==> config.mk <==
export PLATFORM = sky130hd
export DESIGN_NAME = instr_fetch_queue_flat
export DESIGN_NICKNAME = d
export VERILOG_FILES = /design/src/rtl/instr_fetch_queue_if.sv /design/src/rtl/instr_fetch_queue.sv /design/src/flat_wrapper.sv
export SDC_FILE = /design/constraint.sdc
export NUM_CORES = 1
export LEC_CHECK = 0
export BUFFER_PORTS_ARGS = -buffer_cell sky130_fd_sc_hd__buf_2
export CELL_PAD_IN_SITES_DETAIL_PLACEMENT = 1
export CELL_PAD_IN_SITES_GLOBAL_PLACEMENT = 2
export CORE_UTILIZATION = 44
export CTS_BUF_LIST = sky130_fd_sc_hd__clkbuf_4 sky130_fd_sc_hd__clkbuf_8
export DETAILED_ROUTE_END_ITERATION = 10
export GPL_TIMING_DRIVEN = 0
export PLACE_DENSITY = 0.91
export SETUP_SLACK_MARGIN = 0.5
export SYNTH_ARGS = -nofsm -noshare
export SYNTH_HDL_FRONTEND = slang
export SYNTH_SLANG_ARGS = --single-unit
==> constraint.sdc <==
create_clock -name clk -period 4.2 [get_ports clk]
set_clock_uncertainty 0.2 [all_clocks]
set_input_delay 0.21 -clock clk [delete_from_list [all_inputs] [get_ports clk]]
set_output_delay 0.21 -clock clk [all_outputs]
set_load 0.01 [all_outputs]
==> src/rtl/instr_fetch_queue_if.sv <==
// Fetch-queue bus: instruction-memory read port, FIFO head to dispatch, and redirect input.
// The master modport is the fetch queue side; slave is the memory/dispatch side.
interface instr_fetch_queue_if;
  logic        imem_req;
  logic [31:0] imem_addr;
  logic [31:0] imem_rdata;
  logic        imem_rvalid;
  logic [31:0] ifq_icode;
  logic [31:0] ifq_pc;
  logic        ifq_empty;
  logic        dispatch_rd;
  logic [31:0] jump_branch_add;
  logic        jump_branch_valid;

  modport master (
    output imem_req, imem_addr, ifq_icode, ifq_pc, ifq_empty,
    input  imem_rdata, imem_rvalid, dispatch_rd, jump_branch_add, jump_branch_valid
  );

  modport slave (
    input  imem_req, imem_addr, ifq_icode, ifq_pc, ifq_empty,
    output imem_rdata, imem_rvalid, dispatch_rd, jump_branch_add, jump_branch_valid
  );
endinterface

==> src/rtl/instr_fetch_queue.sv <==
// Instruction fetch queue: owns the fetch PC, issues sequential word reads and buffers
// {icode, pc} pairs for dispatch. Define IFQ_PERF_CNT_EN to add fetch/flush counters.
module instr_fetch_queue #(
  parameter int unsigned DEPTH    = 4,
  parameter logic [31:0] RESET_PC = 32'h0040_0000
) (
  input  logic                clk,
  input  logic                rst,
  instr_fetch_queue_if.master bus
`ifdef IFQ_PERF_CNT_EN
  ,
  output logic [31:0]         perf_fetched,
  output logic [31:0]         perf_flushes
`endif
);

  localparam int unsigned PtrW = $clog2(DEPTH);
  localparam int unsigned CntW = PtrW + 1;
  localparam logic [CntW:0] DepthOcc = DEPTH[CntW:0];

  logic [31:0]     fetch_pc_q, fetch_pc_d;
  logic [31:0]     req_pc_q, req_pc_d;
  logic [CntW-1:0] count_q, count_d;
  logic [PtrW-1:0] rd_ptr_q, rd_ptr_d;
  logic [PtrW-1:0] wr_ptr_q, wr_ptr_d;
  logic            inflight_q, inflight_d;
  logic            squash_q, squash_d;

  logic [31:0]     icode_mem [DEPTH];
  logic [31:0]     pc_mem    [DEPTH];

  logic [CntW:0]   occupancy;
  logic            flush, req, push, pop, empty;

  // Target alignment drops the byte offset.
  logic unused_jb_lsbs;
  assign unused_jb_lsbs = ^bus.jump_branch_add[1:0];

  always_comb begin
    flush     = bus.jump_branch_valid;
    // Credit check counts the outstanding read but never a same-cycle pop.
    occupancy = {1'b0, count_q} + {{CntW{1'b0}}, inflight_q};
    req       = rst && (occupancy < DepthOcc) && !flush;
    push      = bus.imem_rvalid && inflight_q && !squash_q && !flush;
    pop       = bus.dispatch_rd && (count_q != '0) && !flush;

    fetch_pc_d = fetch_pc_q;
    count_d    = count_q;
    rd_ptr_d   = rd_ptr_q;
    wr_ptr_d   = wr_ptr_q;
    inflight_d = req;
    squash_d   = 1'b0;
    req_pc_d   = req ? fetch_pc_q : req_pc_q;

    if (flush) begin
      fetch_pc_d = {bus.jump_branch_add[31:2], 2'b00};
      count_d    = '0;
      rd_ptr_d   = '0;
      wr_ptr_d   = '0;
      squash_d   = inflight_q;
    end else begin
      if (req)  fetch_pc_d = fetch_pc_q + 32'd4;
      if (push) wr_ptr_d   = wr_ptr_q + PtrW'(1);
      if (pop)  rd_ptr_d   = rd_ptr_q + PtrW'(1);
      case ({push, pop})
        2'b10:   count_d = count_q + CntW'(1);
        2'b01:   count_d = count_q - CntW'(1);
        default: count_d = count_q;
      endcase
    end
  end

  always_ff @(posedge clk or negedge rst) begin
    if (!rst) begin
      fetch_pc_q <= RESET_PC;
      req_pc_q   <= '0;
      count_q    <= '0;
      rd_ptr_q   <= '0;
      wr_ptr_q   <= '0;
      inflight_q <= 1'b0;
      squash_q   <= 1'b0;
    end else begin
      fetch_pc_q <= fetch_pc_d;
      req_pc_q   <= req_pc_d;
      count_q    <= count_d;
      rd_ptr_q   <= rd_ptr_d;
      wr_ptr_q   <= wr_ptr_d;
      inflight_q <= inflight_d;
      squash_q   <= squash_d;
    end
  end

  // Storage needs no reset; entries are only visible while counted.
  always_ff @(posedge clk) begin
    if (push) begin
      icode_mem[wr_ptr_q] <= bus.imem_rdata;
      pc_mem[wr_ptr_q]    <= req_pc_q;
    end
  end

  assign empty         = (count_q == '0);
  assign bus.imem_req  = req;
  assign bus.imem_addr = fetch_pc_q;
  assign bus.ifq_empty = empty;
  assign bus.ifq_icode = empty ? 32'h0 : icode_mem[rd_ptr_q];
  assign bus.ifq_pc    = empty ? 32'h0 : pc_mem[rd_ptr_q];

`ifdef IFQ_PERF_CNT_EN
  always_ff @(posedge clk or negedge rst) begin
    if (!rst) begin
      perf_fetched <= '0;
      perf_flushes <= '0;
    end else begin
      perf_fetched <= perf_fetched + {31'd0, push};
      perf_flushes <= perf_flushes + {31'd0, flush};
    end
  end
`endif

endmodule

==> src/flat_wrapper.sv <==
// flat-port wrapper written by rule: the top's interface ports become plain ports
module instr_fetch_queue_flat 
#(
  parameter int unsigned DEPTH    = 4,
  parameter logic [31:0] RESET_PC = 32'h0040_0000
)
  (clk, rst, bus_imem_req, bus_imem_addr, bus_ifq_icode, bus_ifq_pc, bus_ifq_empty, bus_imem_rdata, bus_imem_rvalid, bus_dispatch_rd, bus_jump_branch_add, bus_jump_branch_valid);
  instr_fetch_queue_if bus_i ();
  input  logic clk;
  input  logic rst;
  output wire logic [$bits(bus_i.imem_req)-1:0] bus_imem_req;
  output wire logic [$bits(bus_i.imem_addr)-1:0] bus_imem_addr;
  output wire logic [$bits(bus_i.ifq_icode)-1:0] bus_ifq_icode;
  output wire logic [$bits(bus_i.ifq_pc)-1:0] bus_ifq_pc;
  output wire logic [$bits(bus_i.ifq_empty)-1:0] bus_ifq_empty;
  input wire logic [$bits(bus_i.imem_rdata)-1:0] bus_imem_rdata;
  input wire logic [$bits(bus_i.imem_rvalid)-1:0] bus_imem_rvalid;
  input wire logic [$bits(bus_i.dispatch_rd)-1:0] bus_dispatch_rd;
  input wire logic [$bits(bus_i.jump_branch_add)-1:0] bus_jump_branch_add;
  input wire logic [$bits(bus_i.jump_branch_valid)-1:0] bus_jump_branch_valid;
  assign bus_imem_req = bus_i.imem_req;
  assign bus_imem_addr = bus_i.imem_addr;
  assign bus_ifq_icode = bus_i.ifq_icode;
  assign bus_ifq_pc = bus_i.ifq_pc;
  assign bus_ifq_empty = bus_i.ifq_empty;
  assign bus_i.imem_rdata = bus_imem_rdata;
  assign bus_i.imem_rvalid = bus_imem_rvalid;
  assign bus_i.dispatch_rd = bus_dispatch_rd;
  assign bus_i.jump_branch_add = bus_jump_branch_add;
  assign bus_i.jump_branch_valid = bus_jump_branch_valid;
  instr_fetch_queue #(.DEPTH(DEPTH), .RESET_PC(RESET_PC)) u_core (.clk(clk), .rst(rst), .bus(bus_i));
endmodule
==> impl_metrics.json <==
{
  "status": "complete, no violations",
  "track_usage_pct": 20.7,
  "path_clk_slew_ps": 50,
  "cts-root-buf": "clkbuf_8",
  "nets": 1073,
  "htree_levels": 2,
  "critical_path.cell_chain": "dlygate4sd3_1 > dlygate4sd3_1 > buf_4 > buf_16 > nor2b_1 > nand2_1 > nor2_1 > buf_2 > buf_2",
  "critPathArrivalTime_ps": 3030,
  "drtPass1Iterations": 4,
  "async_flop_share_pct": 21.8,
  "grt_pass1_wl_um": 45600,
  "synth_common_cells": "248 x edfxtp_1, 68 x dfrtp_1, 67 x and2_1, 62 x mux4_2, 44 x nand2_1",
  "hold_path_class": "in -> reg",
  "pin_count": 167,
  "final_hold_viol_count": 0,
  "cts_tree": "built",
  "synth_top_area_cell": "edfxtp_1",
  "rsz0062_at_grt": "no",
  "synth_edf_count": 248,
  "nFillCells": 2668,
  "maxSlewHeadroom_pct": 41.4,
  "initial_utilization_pct": 45.3,
  "synth_cell_types": 42,
  "drtAntennaViolNets": 0,
  "slowest_delay_ps": 550,
  "grt_max_degree": 53,
  "syn_area_mm2": 0.0128,
  "drt-vias-per-instance": 5.17,
  "grt_remaining_overflow": 0,
  "fmax_mhz": 291,
  "drc": 0,
  "drv_slew": 0,
  "layout-drive-gt1-share_pct": 36.6,
  "floorplan.die.height_um": 172,
  "cap_violations": 0,
  "power_density_mw_per_mm2": 542,
  "antenna_found_initial": 1,
  "place_hpwl_um": 18800,
  "start_kind": "primary input",
  "clock_sinks": 317,
  "die_w_um": 172,
  "finalSetupViolCount": 0,
  "dieArea_mm2": 0.0297,
  "path_class": "in -> out",
  "clockBufferDepth": 3,
  "timing.setup.tns_ps": 0,
  "stdcell_area_mm2": 0.0159,
  "dpl-instance-area_mm2": 0.0142,
  "ys_seq_area_share_pct": 71.9,
  "crit_required_ps": 3790,
  "cp_max_fo": 52,
  "drt_iter0_drc": 393,
  "post-route-period-util_pct": 81.8,
  "syn2layout_area_growth_pct": 24.7,
  "synth_area_leaders": "edfxtp_1 58%, dfrtp_1 13%, mux4_2 11%",
  "timing.final.ws_setup_ps": 763,
  "cts_buffers": 50,
  "critPathCaptureType": "output pin",
  "syn_area_per_cell_um2": 17.9,
  "place_ws_ps": 1500,
  "yosys.area.top_type_share_pct": 58.4,
  "ys_seq_elements": 317,
  "peakVddDrop_uv": 265,
  "synth.most_common_cell": "edfxtp_1",
  "clock_latency_ps": 560,
  "finalCriticalPeriod_ps": 3440,
  "routed_wl_um": 30000,
  "synthFlopType": "edfxtp_1",
  "wire_per_inst_um": 21.2,
  "core_mm2": 0.0282,
  "grt_pass1_vias": 8007,
  "routed-via-count": 7327,
  "cts_setup_buffers": 0,
  "gp_congestion": 0.780,
  "worstMarginPinSlew_ps": 877,
  "crit_path_top_delay_cell": "dlygate4sd3_1",
  "ys_warn_count": 0,
  "leakage_nw": 5.87,
  "rows": 61,
  "synth_cells": 713,
  "io_buffers": 159
}
[metal layers]
layer | up-vias | track usage [%] | routed length (um)
met4 | 0 | 5.00 | 395
met2 | 214 | 36.6 | 15400
met1 | 3783 | 26.1 | 12600
met3 | 32 | 4.28 | 1550
met5 | - | 0 | 0
li1 | 3298 | - | -
[layout by cell type, fill, tap and decap left out, types with 3 or more instances in the layout]
master         synthesis  layout
edfxtp_1             248     248
buf_2                 10     168
dfrtp_1               68      68
dlygate4sd3_1          0      66
and2_1                67      63
mux4_2                62      62
clkbuf_8               1      57
nand2_1               44      44
mux2_2                32      32
xnor2_1               29      29
clkbuf_4               0      25
clkbuf_1              21      21
nor2_1                20      20
o21ai_0               19      19
nor3_1                12      12
nand3_1               11      11
o21ai_1                9       9
nand4_1                6       6
inv_1                  5       5
and4_1                 5       5
xor2_1                 5       5
nor3_2                 5       5
ha_1                   5       5
buf_4                  4       5
clkinv_2               0       5
and2_4                 0       4
conb_1                 1       4
mux2i_1                3       3
bufinv_16              0       3
clkinv_1               0       3
buf_12                 0       3
[critical path: cells and delay by family]
family	cells	cell delay, ps
buffers and inverters	6	2060
and+or+nand+nor	3	700
[timing repair]
| item | CTS | global route |
|---|---|---|
| hold buffers | 66 | 0 |
| hold endpoints to repair | 230 | 0 |
| resized for setup | 0 | 0 |
[power breakdown]
part           switching, mW  internal (mW)
clock                   1.14           1.62
combinational           1.01          0.928
sequential             0.230           3.69
[cell families (layout without fill, tap and decap cells)]
family	after synthesis	count (layout)	share of synthesized area (%)
flip-flops	317	317	71.9
AND/OR/NAND/NOR	184	184	8.15
multiplexers	97	97	14.0
buffers and inverters	43	365	1.67
XOR/XNOR	34	34	2.33
AO/OA/AOI/OAI	31	31	1.26
adder cells (fa/ha/maj)	6	6	0.647
other	1	5	0.0294
[worst paths after layout]
kind / from / end / slack, ps / cells past startpoint
setup / recovery: rst / bus_imem_req / 760 / 9
hold / removal: bus_imem_rvalid / u_core.wr_ptr_q[0] / 90 / 4
setup reg to reg: u_core.squash_q / u_core.pc_mem[0][27] / 1730 / 4
hold reg to reg: u_core.req_pc_q[16] / u_core.pc_mem[1][16] / 310 / 0
max in group asynchronous: rst / u_core.req_pc_q[28] / 1970 / 4
min in group asynchronous: rst / u_core.bus.imem_addr[22] / 550 / 3
[metrics by stage]
stage | utilization, % | cells | power, mW | hold WS (ps)
CTS | 56.5 | 1416 | 8.74 | 59.2
global placement | 49.9 | 1253 | 5.83 | 223
global route | 56.5 | 1416 | 9.06 | 124
detailed placement | 50.3 | 1258 | 5.91 | -81.9
finish | 56.5 | 1417 | 8.63 | 92.3
floorplan | - | 716 | 5.11 | -286
[flip-flops by register name (all words and copies together) (netlist names)]
name                  count
u_core.icode_mem        128
u_core.inflight_q         1
u_core.pc_mem           120
u_core.wr_ptr_q           2
u_core.req_pc_q          30
u_core.squash_q           1
u_core.rd_ptr_q           2
u_core.count_q            3
u_core.bus.imem_addr     30
[cell type report]
type                       instances  area [um2]  share of cell area, %
tap                              378         473                   2.97
antenna                            1        2.50                 0.0157
multi-input combinational        356        3390                   21.3
inverter                           5        18.8                  0.118
timing repair buffer             230        1570                   9.89
clock inverter                    11         126                  0.794
clock buffer                      81         958                   6.02
sequential                       317        9180                   57.6
buffer                            38         194                   1.22
Power figures use the tool's default switching activity.
